--- config.mk ---
export PLATFORM = sky130hd
export DESIGN_NAME = sprite_queue_fifo
export DESIGN_NICKNAME = d
export VERILOG_FILES = /design/src/rtl/sprite_queue_fifo.sv
export SDC_FILE = /design/constraint.sdc
export NUM_CORES = 1
export LEC_CHECK = 0
export BUFFER_PORTS_ARGS = -buffer_cell sky130_fd_sc_hd__clkbuf_2
export CAP_MARGIN = 0
export CORE_ASPECT_RATIO = 0.6
export CORE_MARGIN = 4
export CORE_UTILIZATION = 45
export CTS_CLUSTER_SIZE = 12
export DETAILED_ROUTE_END_ITERATION = 10
export SLEW_MARGIN = 20
export SYNTH_ARGS = -nofsm -noshare
export SYNTH_HDL_FRONTEND = slang
export SYNTH_SLANG_ARGS = --single-unit
--- constraint.sdc ---
create_clock -name clk -period 7.9 [get_ports clk]
set_input_delay 1.58 -clock clk [delete_from_list [all_inputs] [get_ports clk]]
set_output_delay 1.58 -clock clk [all_outputs]
set_load 0.005 [all_outputs]
--- src/rtl/sprite_queue_fifo.sv ---
// sprite_queue_fifo: assembles 6-byte sprite records into a FIFO of {id, x, y, scale} entries
module sprite_queue_fifo #(
    parameter int DEPTH = 16
) (
    input  logic        clk,
    input  logic        reset,
    input  logic        enqueue_en,
    input  logic [7:0]  enqueue_data,
    input  logic        dequeue,
    output logic        is_empty,
    output logic [7:0]  sprite_id,
    output logic [15:0] sprite_x,
    output logic [15:0] sprite_y,
    output logic [7:0]  sprite_scale
);
    localparam int AW = $clog2(DEPTH);

    logic [2:0]    byte_cnt;
    logic [39:0]   stage;
    logic [47:0]   mem [DEPTH];
    logic [AW-1:0] rd_ptr, wr_ptr;
    logic [AW:0]   count;
    logic [47:0]   entry, head;
    logic          complete, pop, push;

    // Bytes shift in from the top, so after five bytes the id sits in the low byte
    assign complete = enqueue_en && byte_cnt == 3'd5;
    assign pop      = dequeue && count != '0;
    assign push     = complete && (!count[AW] || pop);
    assign entry    = {stage[7:0], stage[23:8], stage[39:24], enqueue_data};
    assign is_empty = count == '0;
    assign head     = is_empty ? '0 : mem[rd_ptr];
    assign {sprite_id, sprite_x, sprite_y, sprite_scale} = head;

    // Record assembly: counter and staging shift register; a gap aborts a partial record
    always_ff @(posedge clk) begin
        if (reset) begin
            byte_cnt <= '0;
            stage    <= '0;
        end else if (enqueue_en) begin
            byte_cnt <= complete ? 3'd0 : byte_cnt + 3'd1;
            stage    <= complete ? stage : {enqueue_data, stage[39:8]};
        end else begin
            byte_cnt <= '0;
        end
    end

    // Pointers and occupancy; a pop on the same edge frees room for a push into a full queue
    always_ff @(posedge clk) begin
        if (reset) begin
            rd_ptr <= '0;
            wr_ptr <= '0;
            count  <= '0;
        end else begin
            rd_ptr <= pop ? rd_ptr + AW'(1) : rd_ptr;
            wr_ptr <= push ? wr_ptr + AW'(1) : wr_ptr;
            count  <= (push && !pop) ? count + (AW+1)'(1) :
                      (pop && !push) ? count - (AW+1)'(1) : count;
        end
    end

    // Entry storage, needs no reset because outputs are zeroed while empty
    always_ff @(posedge clk) begin
        if (!reset && push)
            mem[wr_ptr] <= entry;
    end
endmodule

==> results of run 1 <==
[cell usage in the layout (no fill, tap or decap), drive strengths merged, types with 4 or more instances in the layout]
master	netlist	layout
inv	6	10
nor2b	49	49
mux4	192	192
nand2	88	88
a221o	48	48
dfxtp	60	60
a21oi	46	46
buf	53	28
mux2	49	49
ha	12	12
clkinv	0	4
nor2	36	36
clkbuf	29	184
edfxtp	768	768
xor2	7	7
[stage by stage]
stage	utilization, %	total power, W
floorplan	-	0.005877
global placement	47.94	0.006380
detailed placement	47.94	0.006392
CTS	51.35	0.009922
global route	51.35	0.01019
finish	51.35	0.009796
[sequential cells by signal (all words and copies together) (netlist names), named ones only]
| register | flops |
|---|---|
| rd_ptr | 4 |
| count | 5 |
| stage | 40 |
| byte_cnt | 3 |
| wr_ptr | 4 |
| mem | 768 |
[worst reg2reg max path, cell delays in order (launching register included)]
cell,delay [ps]
dfxtp_1,360
ha_1,180
and3_1,220
and2_1,300
nand2_1,290
nor2_4,710
buf_4,660
[kinds of logic after synthesis]
family          Yosys count  synth area share, %
simple gates            191                2.836
xor+xnor                 10               0.2776
buf+inv                  88                1.531
fa+ha+maj                13               0.5394
flops                   828                76.91
compound gates          101                2.423
mux                     242                15.49
[area by class of cell]
class | count | area (um2) | area share, %
clock buffers | 124 | 2198 | 6.231
inverters | 6 | 22.52 | 0.06384
well taps | 912 | 1141 | 3.234
multi-input cells | 557 | 6948 | 19.69
repair buffers | 88 | 548.0 | 1.553
clock inverters | 10 | 147.6 | 0.4185
flip-flops and latches | 828 | 24270 | 68.81
[power groups by stage]
stage	clock network (W)	logic, W	registers [W]
floorplan	0	0.000994	0.00488
global placement	0	0.00143	0.00495
detailed placement	0	0.00144	0.00495
CTS	0.00362	0.00144	0.00486
global route	0.00382	0.00151	0.00486
finish	0.00354	0.00140	0.00486
[layer usage]
metal	up-vias	GRT usage, %	part of all wire [%]
met1	8165	30.89	47
met5	-	0	0
met2	510	29.75	45
met3	75	4.264	7.1
met4	0	3.511	1.3
li1	6228	-	-
[final timing paths]
kind | start | to | slack, ps | depth (start not counted)
setup / recovery | flip-flop | sprite_scale[2] | 2590 | 6
hold / removal | byte_cnt[0] | byte_cnt[0] | 470 | 1
setup reg to reg | byte_cnt[0] | mem[2][5] | 4770 | 6
hold reg to reg | byte_cnt[0] | byte_cnt[0] | 470 | 1
==> results.ini, run 1 <==
[run_status]
outcome = complete, no violations

[logic_synthesis]
yosys.cell_types.count = 37
synth-seq-cells = 828
synth_edf_count = 768
synth_area_leader_cell = edfxtp_1
synth_common_cells = edfxtp_1 (768), mux4_2 (192), nand2_1 (88)
async_flop_share_pct = 0
synth_area_leaders = edfxtp_1 (73%), mux4_2 (14%), dfxtp_1 (3.8%), a221o_1 (1.5%), mux2_2 (1.4%)
synth_fp_nets = 1498
syn_area_um2 = 31550
yosysWarnings = 0
syn_inst = 1473
synth_ff_type = edfxtp_1
synth.most_common_cell = edfxtp_1
yosysTopAreaCellShare_pct = 73.10
synth.avg_cell_area_um2 = 21.42
synth-seq-area-share_pct = 76.91

[finish]
postLayoutCellArea_um2 = 35280
num_antenna_cells = 0
final.fill_count = 5425
fin_cells = 2525
layout-drive-gt1-share_pct = 27.03
areaGrowthSynthToFinish_pct = 11.83
final_nets = 1586

[critical_path]
cp.arrival_ps = 3730
path_cells = buf_4 > o211ai_4 > buf_4 > nor2b_1 > a221o_1 > clkbuf_2
cp-end-kind = primary output
critPathKind = flip-flop to primary output
path_delay_family = buffers and inverters
critPathMaxStageDelay_ps = 940
cp_num_buf_inv = 3
crit_fanout = 61
start_kind = flip-flop
cp_slowest_cell = buf_4
cpMostUsedCell = buf_4
critPathRequiredTime_ps = 6320

[clocking]
cts_max_path_buffers = 3
htreeDepth = 3
postCtsHoldBufs = 0
clk_latency_ps = 630
post-cts-setup-buffers = 0
cts_made_buffers = 80
clock-root-buffer = clkbuf_16
cts_tree = built
cts.sink_count = 828
post_cts_resized = 0
clk_pin_slew_ps = 60

[routing]
drt_iter0_markers = 1837
avgViaCountPerCell = 5.932
wl_per_cell_um = 28.71
ant_nets = 0
vias = 14978
routed_wirelength_um = 72490
drc = 0
first_pass_iters = 5

[pwr]
p_int_w = 0.007432
clkPwrFrac_pct = 36.1
combinationalPowerShare_pct = 14.3
p_leak_nw = 10.85
pwr-share-seq_pct = 49.6
p_switching_w = 0.002364
powerDensity_nw_per_um2 = 277.7
sw_frac_of_total_pct = 24.13
vdd_drop_max_v = 0.0001728

[timing]
timing.final.hold_violations = 0
tightest_slew_ps = 1070
slew_violations = 0
fmax_ghz = 0.1882
slew_headroom_pct = 28.69
fin_setup_tns_ps = 0
fin_hold_ws_ps = 468.0
fin_skew_ps = 23.20
period_needed_ps = 5313
fin_crit_sh_pct = 67.26
finalSetupViolations = 0
layout_setup_ws_ps = 2587
rsz0062_at_grt = false

[placed_design]
preCtsSetupSlack_ps = 3215
dp.cells = 2391
dpl.hpwl_um = 35300
placed_area_um2 = 32930
portBuffers = 60
routabilityCongestion = 0.7076

[grt]
gr-usage-all-layers_pct = 19.93
antenna_found_initial = 0
grt.overflow.total = 0
grt_pass1_wl_um = 106700
grt_max_degree = 84
grt_pass1_vias = 15295

[die]
num_rows = 74
die_h_um = 213.1
die_w_um = 349.8
start_util_pct = 45.92
core_region_area_um2 = 68700
io_pins = 61
design.die.area_um2 = 74550

[hold_path]
hp-class = flip-flop to flip-flop

[run]
maxCapViolations = 0

No activity file was read; power rests on OpenSTA's default activity.
==> inputs of run 2 (changes only) <==
==> constraint.sdc (replaced) <==
create_clock -name clk -period 4.7 [get_ports clk]
set_input_delay 0.94 -clock clk [delete_from_list [all_inputs] [get_ports clk]]
set_output_delay 0.94 -clock clk [all_outputs]
set_load 0.005 [all_outputs]
==> results.ini, run 2 (same netlist as run 1, synthesis figures left out) <==
[run_status]
outcome = complete, no violations

[critical_path]
cp.arrival_ps = 3120
r2r_end = count[4]
regToRegSetupSlack_ps = 1750
cp-end-kind = primary output
crit_start = count[2]
crit_fanout = 15
critPathCapture = sprite_y[11]
start_kind = flip-flop
r2r_start = count[2]
critPathKind = flip-flop to primary output
critPathRequiredTime_ps = 3760
reg2reg_depth = 9

[pwr]
powerDensity_nw_per_um2 = 456.2
p_leak_nw = 10.89
vdd_drop_max_v = 0.0003134
sw_frac_of_total_pct = 24.00
p_switching_w = 0.003876
clkPwrFrac_pct = 35.2
pwr-share-seq_pct = 50.5
finalPower_w = 0.01615
combinationalPowerShare_pct = 14.3
p_int_w = 0.01228

[placed_design]
routabilityCongestion = 0.7267
portBuffers = 60
dpl.hpwl_um = 38270
dp.cells = 2412

[finish]
layout-drive-gt1-share_pct = 27.74
finalCoreUtilization_pct = 51.53
largest_register_ff_count = 768
final_nets = 1606
areaGrowthSynthToFinish_pct = 12.22
num_antenna_cells = 0
top_regs = mem x768, stage x40, count x5
largest_register = mem
mostFrequentLayoutCell = edfxtp_1
fin_cells = 2534
final_cell_mix = edfxtp_1 (768), mux4_2 (192), nand2_1 (87)

[die]
io_pins = 61
core_region_area_um2 = 68700
die_w_um = 349.8
start_util_pct = 45.92
design.die.area_um2 = 74550
die_h_um = 213.1
num_rows = 74

[timing]
timing.final.hold_violations = 0
fin_crit_sh_pct = 86.43
period_needed_ps = 4062
fin_skew_ps = 24.14
fin_setup_tns_ps = 0
finalSetupViolations = 0
rsz0062_at_grt = false
tightest_slew_ps = 1013
fmax_ghz = 0.2462
slew_headroom_pct = 32.43
slew_violations = 0

[clocking]
cts_max_path_buffers = 3
cts_made_buffers = 79
clock-root-buffer = clkbuf_16
cts_tree = built
post-cts-setup-buffers = 0
clk_pin_slew_ps = 60
clk_latency_ps = 630
htreeDepth = 3
cts.sink_count = 828
post_cts_resized = 0
postCtsHoldBufs = 0

[routing]
met1Wirelength_um = 33320
ant_nets = 0
drc = 0
drt_iter0_markers = 1537
avgViaCountPerCell = 5.929
highest_layer = met4
met3_length_um = 5257
vias = 15025
wl_met2_um = 32960
first_pass_iters = 7
routed_wirelength_um = 72460
wl_per_cell_um = 28.60

[grt]
gr-usage-all-layers_pct = 19.86
grt_pass1_wl_um = 106300
grt_max_degree = 49
antenna_found_initial = 1
grt.overflow.total = 0
grt_pass1_vias = 15358

[run]
maxCapViolations = 0

[hold_path]
hp-class = flip-flop to flip-flop

[run 2: cell count changes in the layout (fill, tap and decap cells not counted)]
| cell | previous run | this run |
|---|---|---|
| buf_4 | 25 | 36 |
| buf_12 | 3 | 13 |
| clkbuf_1 | 42 | 34 |
| clkinv_1 | 1 | 4 |
| bufinv_16 | 2 | 0 |
| clkbuf_16 | 81 | 80 |
| clkbuf_8 | 1 | 0 |
| clkinv_2 | 1 | 0 |
| clkinv_8 | 2 | 1 |
| inv_16 | 1 | 0 |
[run 2: layout make-up]
cell class,count,area [um2]
Multi-Input combinational cell,557,6948
Timing Repair Buffer,109,830.8
Clock buffer,114,2130
Sequential cell,828,24270
Clock inverter,8,57.56
Inverter,6,22.52
Fill cell,5390,33300
Tap cell,912,1141
[run 2: critical path: stages (launching register included)]
cell and delay, ps:
dfxtp_1 350, or4_4 600, o211ai_4 570, buf_4 410
nor2b_1 90, a221o_1 340, clkbuf_2 140
[run 2: metrics by stage]
step,hold WS (ps),setup WS (ps),cell area [um2]
floorplan,439.5,613.2,31550
global placement,450.0,1166,33220
detailed placement,477.9,1194,33220
CTS,487.2,504.5,35400
global route,510.6,449.4,35400
finish,484.0,638.0,35400
[run 2: layer usage]
metal | global-route usage, % | vias to the layer above
met1 | 30.59 | 8141
met3 | 4.325 | 74
met5 | 0 | -
met2 | 29.73 | 549
met4 | 3.669 | 0
li1 | - | 6261
[run 2: worst min-delay path by stage]
stage / cells after the start / slack [ps] / end / startpoint
floorplan: 1 / 440 / byte_cnt[0] / byte_cnt[0]
global placement: 1 / 450 / byte_cnt[0] / byte_cnt[0]
detailed placement: 1 / 480 / byte_cnt[0] / byte_cnt[0]
CTS: 1 / 490 / byte_cnt[0] / byte_cnt[0]
global route: 1 / 510 / byte_cnt[0] / byte_cnt[0]
finish: 1 / 480 / byte_cnt[0] / byte_cnt[0]
[run 2: power groups by stage]
stage | sequential, W | clock, W | combinational, W
2_1_floorplan | 0.00821 | 0 | 0.00162
3_3_place_gp | 0.00831 | 0 | 0.00239
3_5_place_dp | 0.00831 | 0 | 0.00239
4_1_cts | 0.00815 | 0.00583 | 0.00240
5_1_grt | 0.00816 | 0.00616 | 0.00250
6_report | 0.00815 | 0.00569 | 0.00231
